**config.mk**
```make
export PLATFORM = sky130hd
export DESIGN_NAME = cpu_run_ctrl_flat
export DESIGN_NICKNAME = d
export VERILOG_FILES = /design/src/rtl/cpu_run_ctrl_if.sv /design/src/rtl/cpu_run_ctrl.sv /design/src/flat_wrapper.sv
export SDC_FILE = /design/constraint.sdc
export NUM_CORES = 1
export LEC_CHECK = 0
export CAP_MARGIN = 10
export CORE_ASPECT_RATIO = 1.75
export CORE_UTILIZATION = 45
export DETAILED_ROUTE_END_ITERATION = 8
export MAX_ROUTING_LAYER = met4
export PLACE_DENSITY = 0.87
export SLEW_MARGIN = 20
export SYNTH_ARGS = -nofsm -noshare
export SYNTH_HDL_FRONTEND = slang
export SYNTH_SLANG_ARGS = --single-unit
```
**constraint.sdc**
```tcl
create_clock -name clk_i -period 3.05 [get_ports clk_i]
set_input_delay 0.61 -clock clk_i [delete_from_list [all_inputs] [get_ports clk_i]]
set_output_delay 0.61 -clock clk_i [all_outputs]
set_load 0.005 [all_outputs]
```
**src/rtl/cpu_run_ctrl_if.sv**
```systemverilog
// Harness-side bundle for cpu_run_ctrl: launch/result handshake, CPU control and the
// debug byte port into D_MEM.
interface cpu_run_ctrl_if #(
   parameter int unsigned CW = 16
);
   logic          start;
   logic [15:0]   op0;
   logic [15:0]   op1;
   logic [15:0]   expected;
   logic          cpu_n_rst;
   logic          cpu_halt;
   logic          dmem_sel;
   logic          dmem_we;
   logic [7:0]    dmem_addr;
   logic [7:0]    dmem_wdata;
   logic [7:0]    dmem_rdata;
   logic          busy;
   logic          done;
   logic          pass;
   logic          timeout;
   logic [15:0]   result;
   logic [CW-1:0] run_cycles;

   modport master (
      output start, op0, op1, expected, cpu_halt, dmem_rdata,
      input  cpu_n_rst, dmem_sel, dmem_we, dmem_addr, dmem_wdata,
      input  busy, done, pass, timeout, result, run_cycles
   );

   modport slave (
      input  start, op0, op1, expected, cpu_halt, dmem_rdata,
      output cpu_n_rst, dmem_sel, dmem_we, dmem_addr, dmem_wdata,
      output busy, done, pass, timeout, result, run_cycles
   );
endinterface

```
**src/rtl/cpu_run_ctrl.sv**
```systemverilog
// Runs one nand_cpu test: hold CPU in reset, load operands into D_MEM bytes 0-3,
// release the CPU, wait for halt or timeout, then read the result from bytes 4-5.
module cpu_run_ctrl #(
   parameter int unsigned RST_CYCLES = 2,
   parameter int unsigned TIMEOUT    = 4096,
   parameter int unsigned CW         = 16
) (
   input logic           clk_i,
   input logic           n_rst_i,
   cpu_run_ctrl_if.slave ctrl_io
);
   // Phase counter shared by HOLD and LOAD; needs at least 2 bits for the LOAD index.
   localparam int unsigned PW = (RST_CYCLES > 4) ? $clog2(RST_CYCLES) : 2;
   localparam logic [PW-1:0] HoldLast = PW'(RST_CYCLES - 1);
   localparam logic [PW-1:0] LoadLast = PW'(3);
   localparam logic [CW-1:0] RunLast  = CW'(TIMEOUT - 1);

   typedef enum logic [2:0] {
      StIdle, StHold, StLoad, StRun, StRd0, StRd1, StRd2, StDone
   } state_e;

   state_e          state_q, state_d;
   logic [PW-1:0]   cnt_q, cnt_d;
   logic [15:0]     op0_q, op0_d;
   logic [15:0]     op1_q, op1_d;
   logic [15:0]     exp_q, exp_d;
   logic [15:0]     result_q, result_d;
   logic            pass_q, pass_d;
   logic            timeout_q, timeout_d;
   logic [CW-1:0]   run_cycles_q, run_cycles_d;

   logic            accept;
   logic            run_o, load_o;
   logic [7:0]      addr_o, wdata_o;

   assign accept = ((state_q == StIdle) || (state_q == StDone)) && ctrl_io.start;

   always_ff @(posedge clk_i) begin
      if (!n_rst_i) begin
         state_q <= StIdle;
      end else begin
         state_q <= state_d;
      end
   end

   always_comb begin
      state_d = state_q;
      unique case (state_q)
         StIdle, StDone: if (ctrl_io.start) state_d = StHold;
         StHold:         if (cnt_q == HoldLast) state_d = StLoad;
         StLoad:         if (cnt_q == LoadLast) state_d = StRun;
         StRun: begin
            if (ctrl_io.cpu_halt)          state_d = StRd0;
            else if (run_cycles_q == RunLast) state_d = StDone;
         end
         StRd0:          state_d = StRd1;
         StRd1:          state_d = StRd2;
         StRd2:          state_d = StDone;
         default:        state_d = StIdle;
      endcase
   end

   always_comb begin
      run_o   = (state_q == StRun);
      load_o  = (state_q == StLoad);
      addr_o  = 8'd0;
      wdata_o = 8'd0;
      unique case (state_q)
         StLoad: begin
            addr_o = {6'd0, cnt_q[1:0]};
            unique case (cnt_q[1:0])
               2'd0:    wdata_o = op0_q[7:0];
               2'd1:    wdata_o = op0_q[15:8];
               2'd2:    wdata_o = op1_q[7:0];
               default: wdata_o = op1_q[15:8];
            endcase
         end
         StRd0:   addr_o = 8'd4;
         StRd1:   addr_o = 8'd5;
         default: addr_o = 8'd0;
      endcase
   end

   assign ctrl_io.cpu_n_rst  = run_o;
   assign ctrl_io.dmem_sel   = ~run_o;
   assign ctrl_io.dmem_we    = load_o;
   assign ctrl_io.dmem_addr  = addr_o;
   assign ctrl_io.dmem_wdata = wdata_o;
   assign ctrl_io.busy       = (state_q != StIdle) && (state_q != StDone);
   assign ctrl_io.done       = (state_q == StDone);
   assign ctrl_io.pass       = pass_q;
   assign ctrl_io.timeout    = timeout_q;
   assign ctrl_io.result     = result_q;
   assign ctrl_io.run_cycles = run_cycles_q;

   always_comb begin
      cnt_d        = '0;
      op0_d        = op0_q;
      op1_d        = op1_q;
      exp_d        = exp_q;
      result_d     = result_q;
      pass_d       = pass_q;
      timeout_d    = timeout_q;
      run_cycles_d = run_cycles_q;

      if (((state_q == StHold) || (state_q == StLoad)) && (state_d == state_q)) begin
         cnt_d = cnt_q + 1'b1;
      end

      if (accept) begin
         op0_d     = ctrl_io.op0;
         op1_d     = ctrl_io.op1;
         exp_d     = ctrl_io.expected;
         result_d  = '0;
         pass_d    = 1'b0;
         timeout_d = 1'b0;
      end

      if (state_q == StLoad && state_d == StRun) begin
         run_cycles_d = '0;
      end else if (state_q == StRun) begin
         run_cycles_d = run_cycles_q + 1'b1;
         if (state_d == StDone) begin
            timeout_d = 1'b1;
            pass_d    = 1'b0;
         end
      end

      if (state_q == StRd1) result_d[7:0] = ctrl_io.dmem_rdata;
      // timeout_q is always clear on this path, so only the compare decides pass.
      if (state_q == StRd2) begin
         result_d[15:8] = ctrl_io.dmem_rdata;
         pass_d         = ({ctrl_io.dmem_rdata, result_q[7:0]} == exp_q);
      end
   end

   always_ff @(posedge clk_i) begin
      if (!n_rst_i) begin
         cnt_q        <= '0;
         op0_q        <= '0;
         op1_q        <= '0;
         exp_q        <= '0;
         result_q     <= '0;
         pass_q       <= 1'b0;
         timeout_q    <= 1'b0;
         run_cycles_q <= '0;
      end else begin
         cnt_q        <= cnt_d;
         op0_q        <= op0_d;
         op1_q        <= op1_d;
         exp_q        <= exp_d;
         result_q     <= result_d;
         pass_q       <= pass_d;
         timeout_q    <= timeout_d;
         run_cycles_q <= run_cycles_d;
      end
   end
endmodule

```
**src/flat_wrapper.sv**
```systemverilog
// flat-port wrapper written by rule: the top's interface ports become plain ports
module cpu_run_ctrl_flat 
#(
   parameter int unsigned RST_CYCLES = 2,
   parameter int unsigned TIMEOUT    = 4096,
   parameter int unsigned CW         = 16
)
  (clk_i, n_rst_i, ctrl_io_start, ctrl_io_op0, ctrl_io_op1, ctrl_io_expected, ctrl_io_cpu_halt, ctrl_io_dmem_rdata, ctrl_io_cpu_n_rst, ctrl_io_dmem_sel, ctrl_io_dmem_we, ctrl_io_dmem_addr, ctrl_io_dmem_wdata, ctrl_io_busy, ctrl_io_done, ctrl_io_pass, ctrl_io_timeout, ctrl_io_result, ctrl_io_run_cycles);
  cpu_run_ctrl_if #(.CW(CW)) ctrl_io_i ();
  input logic clk_i;
  input logic n_rst_i;
  input wire logic [$bits(ctrl_io_i.start)-1:0] ctrl_io_start;
  input wire logic [$bits(ctrl_io_i.op0)-1:0] ctrl_io_op0;
  input wire logic [$bits(ctrl_io_i.op1)-1:0] ctrl_io_op1;
  input wire logic [$bits(ctrl_io_i.expected)-1:0] ctrl_io_expected;
  input wire logic [$bits(ctrl_io_i.cpu_halt)-1:0] ctrl_io_cpu_halt;
  input wire logic [$bits(ctrl_io_i.dmem_rdata)-1:0] ctrl_io_dmem_rdata;
  output wire logic [$bits(ctrl_io_i.cpu_n_rst)-1:0] ctrl_io_cpu_n_rst;
  output wire logic [$bits(ctrl_io_i.dmem_sel)-1:0] ctrl_io_dmem_sel;
  output wire logic [$bits(ctrl_io_i.dmem_we)-1:0] ctrl_io_dmem_we;
  output wire logic [$bits(ctrl_io_i.dmem_addr)-1:0] ctrl_io_dmem_addr;
  output wire logic [$bits(ctrl_io_i.dmem_wdata)-1:0] ctrl_io_dmem_wdata;
  output wire logic [$bits(ctrl_io_i.busy)-1:0] ctrl_io_busy;
  output wire logic [$bits(ctrl_io_i.done)-1:0] ctrl_io_done;
  output wire logic [$bits(ctrl_io_i.pass)-1:0] ctrl_io_pass;
  output wire logic [$bits(ctrl_io_i.timeout)-1:0] ctrl_io_timeout;
  output wire logic [$bits(ctrl_io_i.result)-1:0] ctrl_io_result;
  output wire logic [$bits(ctrl_io_i.run_cycles)-1:0] ctrl_io_run_cycles;
  assign ctrl_io_i.start = ctrl_io_start;
  assign ctrl_io_i.op0 = ctrl_io_op0;
  assign ctrl_io_i.op1 = ctrl_io_op1;
  assign ctrl_io_i.expected = ctrl_io_expected;
  assign ctrl_io_i.cpu_halt = ctrl_io_cpu_halt;
  assign ctrl_io_i.dmem_rdata = ctrl_io_dmem_rdata;
  assign ctrl_io_cpu_n_rst = ctrl_io_i.cpu_n_rst;
  assign ctrl_io_dmem_sel = ctrl_io_i.dmem_sel;
  assign ctrl_io_dmem_we = ctrl_io_i.dmem_we;
  assign ctrl_io_dmem_addr = ctrl_io_i.dmem_addr;
  assign ctrl_io_dmem_wdata = ctrl_io_i.dmem_wdata;
  assign ctrl_io_busy = ctrl_io_i.busy;
  assign ctrl_io_done = ctrl_io_i.done;
  assign ctrl_io_pass = ctrl_io_i.pass;
  assign ctrl_io_timeout = ctrl_io_i.timeout;
  assign ctrl_io_result = ctrl_io_i.result;
  assign ctrl_io_run_cycles = ctrl_io_i.run_cycles;
  cpu_run_ctrl #(.RST_CYCLES(RST_CYCLES), .TIMEOUT(TIMEOUT), .CW(CW)) u_core (.clk_i(clk_i), .n_rst_i(n_rst_i), .ctrl_io(ctrl_io_i));
endmodule
```
### After elaboration in Yosys (flattened, before gate mapping)

Cells that the tools add are included.

* reductions and logical operators: 14
* mux-type cells: 21
* add/sub/neg operators: 2
* eq/ne operators: 16
* bitwise gates (word level): 2

Operator list (count)
* 8-bit two-way mux: 3
* 8-bit one-hot mux with 3 select lines: 1
* 3-bit one-hot mux with 7 select lines: 1
* 16-bit by 1-bit adder with 16-bit output (second input constant): 1
* 16-bit by 12-bit equality test with 1-bit output (second input constant): 1
* 16-bit equality test: 1
* 16-bit two-way mux: 1
* 3-bit equality test (second input constant): 5
* 3-bit two-way mux: 5
* 3-bit by 2-bit equality test with 1-bit output (second input constant): 3
* 1-bit two-way mux: 9
* 3-bit one-hot mux with 3 select lines: 1
* 2-bit equality test (second input constant): 2
* 1-bit logical AND: 4
* 2-bit nonzero test: 2
* 2-bit OR reduction: 2
* 3-bit by 1-bit equality test with 1-bit output (second input constant): 1
* 3-bit equality test: 1
* 3-bit zero test: 1
* 3-bit inequality test (second input constant): 1
* 3-bit nonzero test: 1
* 2-bit by 1-bit adder with 2-bit output (second input constant): 1
* 2-bit by 1-bit equality test with 1-bit output (second input constant): 1
* 2-bit zero test: 1
* 3 further kinds: 5

* input bits: 60
* register bits: 87
* logic and storage cells: 65

### Depth between registers and ports, before layout

Gate-level depths: netlist (run 1).

* word-level depth: 9
* depth in mapped cells: 8
* depth with buffers taken out: 6

### Worst setup path after synthesis (run 1)

No wires, ideal clock.

* path kind: register to output
* start point: register u_core.cnt_q[0]
* end point: output port ctrl_io_dmem_wdata[5]
* buffers on the path: 1
* required time: 2.440 ns
* arrival: 1.313 ns
* stages on the path, launching flop included: 8
* setup slack: 1.127 ns
* cell sequence: dfxtp_1 > inv_1 > ha_1 > clkbuf_1 > a222oi_1 > nor2_1 > a21oi_1 > nor2_1

* word-level cells in the longest chain between the ends: 3
* elaborated cells on any way between the ends: 5
* classes of those cells: eq/ne: 2; mux: 2; reduce/logical: 1

Ends and longest elaborated chain
* start: declaration: line cpu_run_ctrl.sv:23 `logic [PW-1:0] cnt_q, cnt_d;`
* start signal: assignment: line cpu_run_ctrl.sv:148 `cnt_q <= cnt_d;`
* 2-bit equality test (tied with other cells): line cpu_run_ctrl.sv:71 `unique case (cnt_q[1:0])`
* 8-bit one-hot mux with 3 select lines *: line cpu_run_ctrl.sv:71
* 8-bit two-way mux *: line cpu_run_ctrl.sv:68 `unique case (state_q)`
* end: declaration: line flat_wrapper.sv:22 `output wire logic [$bits(ctrl_io_i.dmem_wdata)-1:0] ctrl_io_dmem_wdata;`

Mark *: on every way between the ends. The rest lies on a longest branch, timed or not.

### Worst setup path after layout (run 1)

* start point: register u_core.cnt_q[0]
* end point: output port ctrl_io_dmem_wdata[2]

The elaborated chain is that of the path after synthesis.

==> results of run 1 <==
[synth_stat cells (8+ instances only)]
| library cell | instances | area share (%) |
|---|---|---|
| a222oi_1 | 8 | 2.0 |
| inv_1 | 8 | 0.75 |
| buf_2 | 10 | 1.2 |
| nand3_1 | 21 | 2.6 |
| a21oi_1 | 19 | 2.4 |
| or3_1 | 9 | 1.4 |
| nand2_1 | 124 | 12 |
| dfxtp_1 | 87 | 43 |
| nor2_1 | 33 | 3.1 |
| o21ai_0 | 12 | 1.5 |
| xor2_1 | 19 | 4.2 |
| a21boi_0 | 64 | 12 |
| clkbuf_1 | 22 | 2.1 |
[placed cells by master, fill, tap and decap left out, types with 5 or more instances in the layout]
cell type / n
a21boi_0: 64
a21oi_1: 19
a222oi_1: 8
clkbuf_16: 9
clkdlybuf4s50_1: 108
conb_1: 5
dfxtp_1: 87
ha_1: 5
inv_1: 8
nand2_1: 124
nand3_1: 21
nor2_1: 33
nor4_1: 5
o21ai_0: 11
or3_1: 9
xnor2_1: 5
xor2_1: 19
[metal layers]
layer,GRT usage [%],part of all wire (%),up-vias
li1,-,-,1833
met3,4.77,3.6,26
met5,-,0,-
met4,12.1,3.5,0
met2,41.1,54,110
met1,25.8,39,1755
[critical path, delay by kind of cell, from the launching register on]
family                   cells  cell delay, ns
buffers and inverters        2            0.55
AND/OR/NAND/NOR              2            0.12
adder cells (fa/ha/maj)      1            0.31
flip-flops                   1            0.39
AO/OA/AOI/OAI                2            0.55
[how the worst max path moves through the flow]
stage	endpoint	cells after the start
after detailed placement	ctrl_io_dmem_wdata[2]	7
final	ctrl_io_dmem_wdata[2]	7
after global routing	ctrl_io_dmem_wdata[2]	7
after floorplan	ctrl_io_dmem_wdata[5]	7
after global placement	ctrl_io_dmem_wdata[7]	7
after CTS	ctrl_io_dmem_wdata[2]	7
[registers in the layout, summed over array words and instances (netlist names)]
| signal | count |
|---|---|
| u_core.op1_q | 16 |
| u_core.exp_q | 16 |
| u_core.op0_q | 16 |
| u_core.cnt_q | 2 |
| u_core.ctrl_io.result | 16 |
| u_core.ctrl_io.run_cycles | 16 |
| u_core.ctrl_io.timeout | 1 |
| u_core.state_q | 3 |
| u_core.ctrl_io.pass | 1 |
[power breakdown]
part / switching, W / internal [W]
logic: 0.000152 / 0.000156
clock network: 0.000427 / 0.000699
registers: 0.0000411 / 0.00119
[through the flow]
stage	utilization (%)	power (W)	cells	hold WS, ns	instance area, um^2
final	62.7	0.00266	706	0.466	5440
after global routing	62.7	0.00276	706	0.482	5440
after CTS	62.7	0.00267	706	0.466	5440
after detailed placement	59.2	0.00156	690	0.458	5130
after global placement	59.2	0.00154	690	0.445	5130
after floorplan	-	0.00142	500	0.433	4020
[kinds of logic after synthesis]
kind of cell	count (synthesis)	share of synthesized area, %
compound gates	109	19.0
xor+xnor	24	5.24
fa+ha+maj	5	1.56
buf+inv	49	5.43
flops	87	43.4
mux	3	0.780
other cells	1	0.0935
simple gates	218	24.4
[cell type report]
cell class	instances	area [um^2]	area share, %
Clock buffer	13	270	4.97
Timing Repair Buffer	114	1140	20.9
Tap cell	117	146	2.69
Multi-Input combinational cell	364	2080	38.2
Sequential cell	87	1740	32.0
Clock inverter	3	40.0	0.736
Inverter	8	30.0	0.552
==> flow_metrics.tcl, run 1 <==
set metrics [dict create \
    clk_latency_ns 0.33 \
    ios 115 \
    cts_hold_buf 0 \
    max_freq_ghz 0.348 \
    die-area_um2 9310 \
    slowest_delay_ns 0.45 \
    core_um2 8670 \
    firstDrtPassIters 4 \
    cts.sinks 87 \
    via_per_inst 5.27 \
    drive_gt1_share_pct 4.58 \
    postRouteWirelength_mm 10.4 \
    syn_area_um2 4010 \
    r2r_slack_ns 0.83 \
    ctsResizeCount 0 \
    critPathMostFrequentCell "nor2_1" \
    period_share_pct 94.1 \
    period_minus_slack_ns 2.87 \
    via_count 3724 \
    reg2reg_from "u_core.state_q[0]$_SDFF_PN0_" \
    dr.first_iter.drc_count 290 \
    synth_cell_type_count 42 \
    min_path_type "register to register" \
    hold_viol 0 \
    status "complete, no violations" \
    synth_cells 496 \
    antenna_found_initial 0 \
    timing.rr.end "u_core.ctrl_io.run_cycles[15]$_SDFFE_PP0P_" \
    cp-end-kind "output port" \
    crit_slowest_cell "clkdlybuf4s50_1" \
    clkTransAtPathRegs_ns 0.06 \
    seq_area_frac_synth_pct 43.4 \
    grt_overflow 0 \
    fill_cells 756 \
    grt_pass1_wl_mm 16.9 \
    start_kind "register" \
    async_flop_share_pct 0 \
    rows 45 \
    syn_area_per_cell_um2 8.08 \
    cts_setup_buffers 0 \
    grt_pass1_vias 3563 \
    ir_drop_uv 379 \
    power.density_nw_per_um2 489 \
    max_slew_margin_pct 56.1 \
    max_cap_violations 0 \
    cts_tree "yes" \
    ant_nets 0 \
    setup_viol 0 \
    hp-start "u_core.op1_q[4]$_SDFFE_PN0P_" \
    hold_path_end "u_core.op1_q[4]$_SDFFE_PN0P_" \
    fin_ws_ns 0.180 \
    cts_max_path_buffers 2 \
    fin_nets 649 \
    gp_congestion 0.904 \
    crit_arrival_ns 2.26 \
    diodes 0 \
    fin_skew_ns 0.00453 \
    die_w_um 73.4 \
    grt_setup_unrepaired "false" \
    ys_ff_latch 87 \
    dp_hpwl_mm 7.76 \
    ff2ff_path_depth 4 \
    setup_tns_ns 0 \
    synth_edf_count 0 \
    grt_usage_pct 24.0 \
    crit_path_cell_trace "inv_1, ha_1, a222oi_1, nor2_1, a21oi_1, nor2_1, clkdlybuf4s50_1" \
    p_leak_nw 2.01 \
    h-tree-depth 3 \
    dp_slack_ns 0.567 \
    die_height_um 127 \
    startpoint "u_core.cnt_q[0]$_SDFF_PN0_" \
    hold_depth 2 \
    cp_max_fo 8 \
    ys.flop_type "dfxtp_1" \
    cts_buffers 9 \
    slew_violations 0 \
    post-route-drc-count 0 \
    start_util_pct 46.2 \
    worstSetupPathType "register to output port" \
    worstMarginPinSlew_ns 0.655 \
    cp_data_required_time_ns 2.44 \
    routedWlPerCell_um 14.7 \
    port_buffers 109 \
    grt_max_degree 43 \
    cts_root_buf "clkbuf_16" \
    synth_warnings 0 \
    area_growth_pct 35.7 \
]
No activity file was read; power rests on OpenSTA's default activity.
==> run 2: changes to the inputs <==
CORE_UTILIZATION = 35   (was 45)
PLACE_DENSITY = 0.73   (was 0.87)
==> flow_metrics.tcl, run 2 (synthesized netlist as in run 1, its figures left out) <==
set metrics [dict create \
    ant_nets 0 \
    cts_max_path_buffers 2 \
    final_common_cell "nand2_1" \
    h-tree-depth 3 \
    setup_viol 0 \
    grt_use_met1_pct 18.7 \
    dr.first_iter.drc_count 210 \
    utilization_pct 48.9 \
    slew_violations 0 \
    cts_hold_buf 0 \
    gp_congestion 0.927 \
    whs_ns 0.455 \
    power.density_nw_per_um2 482 \
    grt_setup_unrepaired "false" \
    crit_path_cell_trace "inv_1, ha_1, a222oi_1, nor2_1, a21oi_1, nor2_1, clkdlybuf4s50_1" \
    fin_skew_ns 0.00660 \
    crit_arrival_ns 2.27 \
    final_cell_mix "124 x nand2_1, 108 x clkdlybuf4s50_1, 87 x dfxtp_1" \
    worstSetupPathType "register to output port" \
    worst-path-buf-inv 2 \
    slowest_delay_ns 0.45 \
    grt-busiest-layer "met2" \
    use_met2_pct 31.1 \
    die_w_um 82.9 \
    diodes 0 \
    clk_latency_ns 0.34 \
    via_count 3687 \
    p_leak_nw 2.01 \
    fin_nets 652 \
    postRouteWirelength_mm 10.4 \
    placed_cell_area_um2 5160 \
    final_cells 723 \
    cts_buffers 9 \
    cp_data_required_time_ns 2.44 \
    crit_family "compound AO/OA/AOI/OAI gates" \
    antenna_found_initial 0 \
    grt_usage_pct 17.9 \
    final_area_um2 5460 \
    ios 115 \
    cts_setup_buffers 0 \
    ctsResizeCount 0 \
    cts.sinks 87 \
    routedWlPerCell_um 14.3 \
    drive_gt1_share_pct 5.08 \
    period_minus_slack_ns 2.88 \
    min_path_type "register to register" \
    period_share_pct 94.3 \
    start_kind "register" \
    max_slew_margin_pct 61.2 \
    die_height_um 144 \
    core_um2 11200 \
    clkTransAtPathRegs_ns 0.06 \
    max_cap_violations 0 \
    critPathMostFrequentCell "nor2_1" \
    setup_tns_ns 0 \
    port_buffers 109 \
    dp_hpwl_mm 7.96 \
    max_freq_ghz 0.348 \
    post-route-drc-count 0 \
    grt_pass1_wl_mm 16.5 \
    cp_max_fo 8 \
    hold_viol 0 \
    dp.cells 708 \
    cts_tree "yes" \
    cts_root_buf "clkbuf_16" \
    area_growth_pct 36.1 \
    start_util_pct 35.9 \
    status "complete, no violations" \
    ir_drop_uv 296 \
    grt_pass1_vias 3527 \
    gr-usage-met3_pct 3.79 \
    grt_max_degree 39 \
    firstDrtPassIters 5 \
    cp-end-kind "output port" \
    worstMarginPinSlew_ns 0.581 \
    die-area_um2 11900 \
    rows 51 \
    grt_overflow 0 \
    crit_slowest_cell "a222oi_1" \
    via_per_inst 5.10 \
]
run 2: routing by layer:
metal  up-vias  wire (um)
li1       1837          -
met1      1725       4080
met2        96       5410
met3        29        415
met4         0        449
met5         -          0
run 2: worst register-to-register path, cell delays in order, from the launching register on:
cell and delay (ns):
dfxtp_1 0.67, nand4b_4 0.21, or4_1 0.69, or3_1 0.40, a21oi_1 0.14
run 2: worst paths after layout:
check | start | endpoint | slack, ns | cells past startpoint
worst max-delay path | u_core.cnt_q[0]$_SDFF_PN0_ | ctrl_io_dmem_wdata[2] | 0.17 | 7
worst min-delay path | u_core.ctrl_io.timeout$_SDFF_PN0_ | u_core.ctrl_io.timeout$_SDFF_PN0_ | 0.45 | 2
worst max register to register | u_core.state_q[0]$_SDFF_PN0_ | u_core.ctrl_io.run_cycles[14]$_SDFFE_PP0P_ | 0.86 | 4
worst min register to register | u_core.ctrl_io.timeout$_SDFF_PN0_ | u_core.ctrl_io.timeout$_SDFF_PN0_ | 0.45 | 2
run 2: area by class of cell:
type                    instances  area, um^2
well taps                     132         165
multi-input cells             364        2080
clock buffers                  11         253
flip-flops and latches         87        1740
repair buffers                117        1150
clock inverters                 4        45.0
fillers                      1072        5710
inverters                       8        30.0
run 2: report_power, final:
group | internal [W] | total (W) | switching (W)
Combinational | 0.000155 | 0.000306 | 0.000152
Clock | 0.000670 | 0.00110 | 0.000430
Sequential | 0.00119 | 0.00122 | 0.0000382
run 2: through the flow:
step	power [W]	worst slack (ns)
floorplan	0.00142	1.13
global placement	0.00155	0.649
detailed placement	0.00156	0.539
CTS	0.00265	0.169
global route	0.00273	0.00822
finish	0.00263	0.174
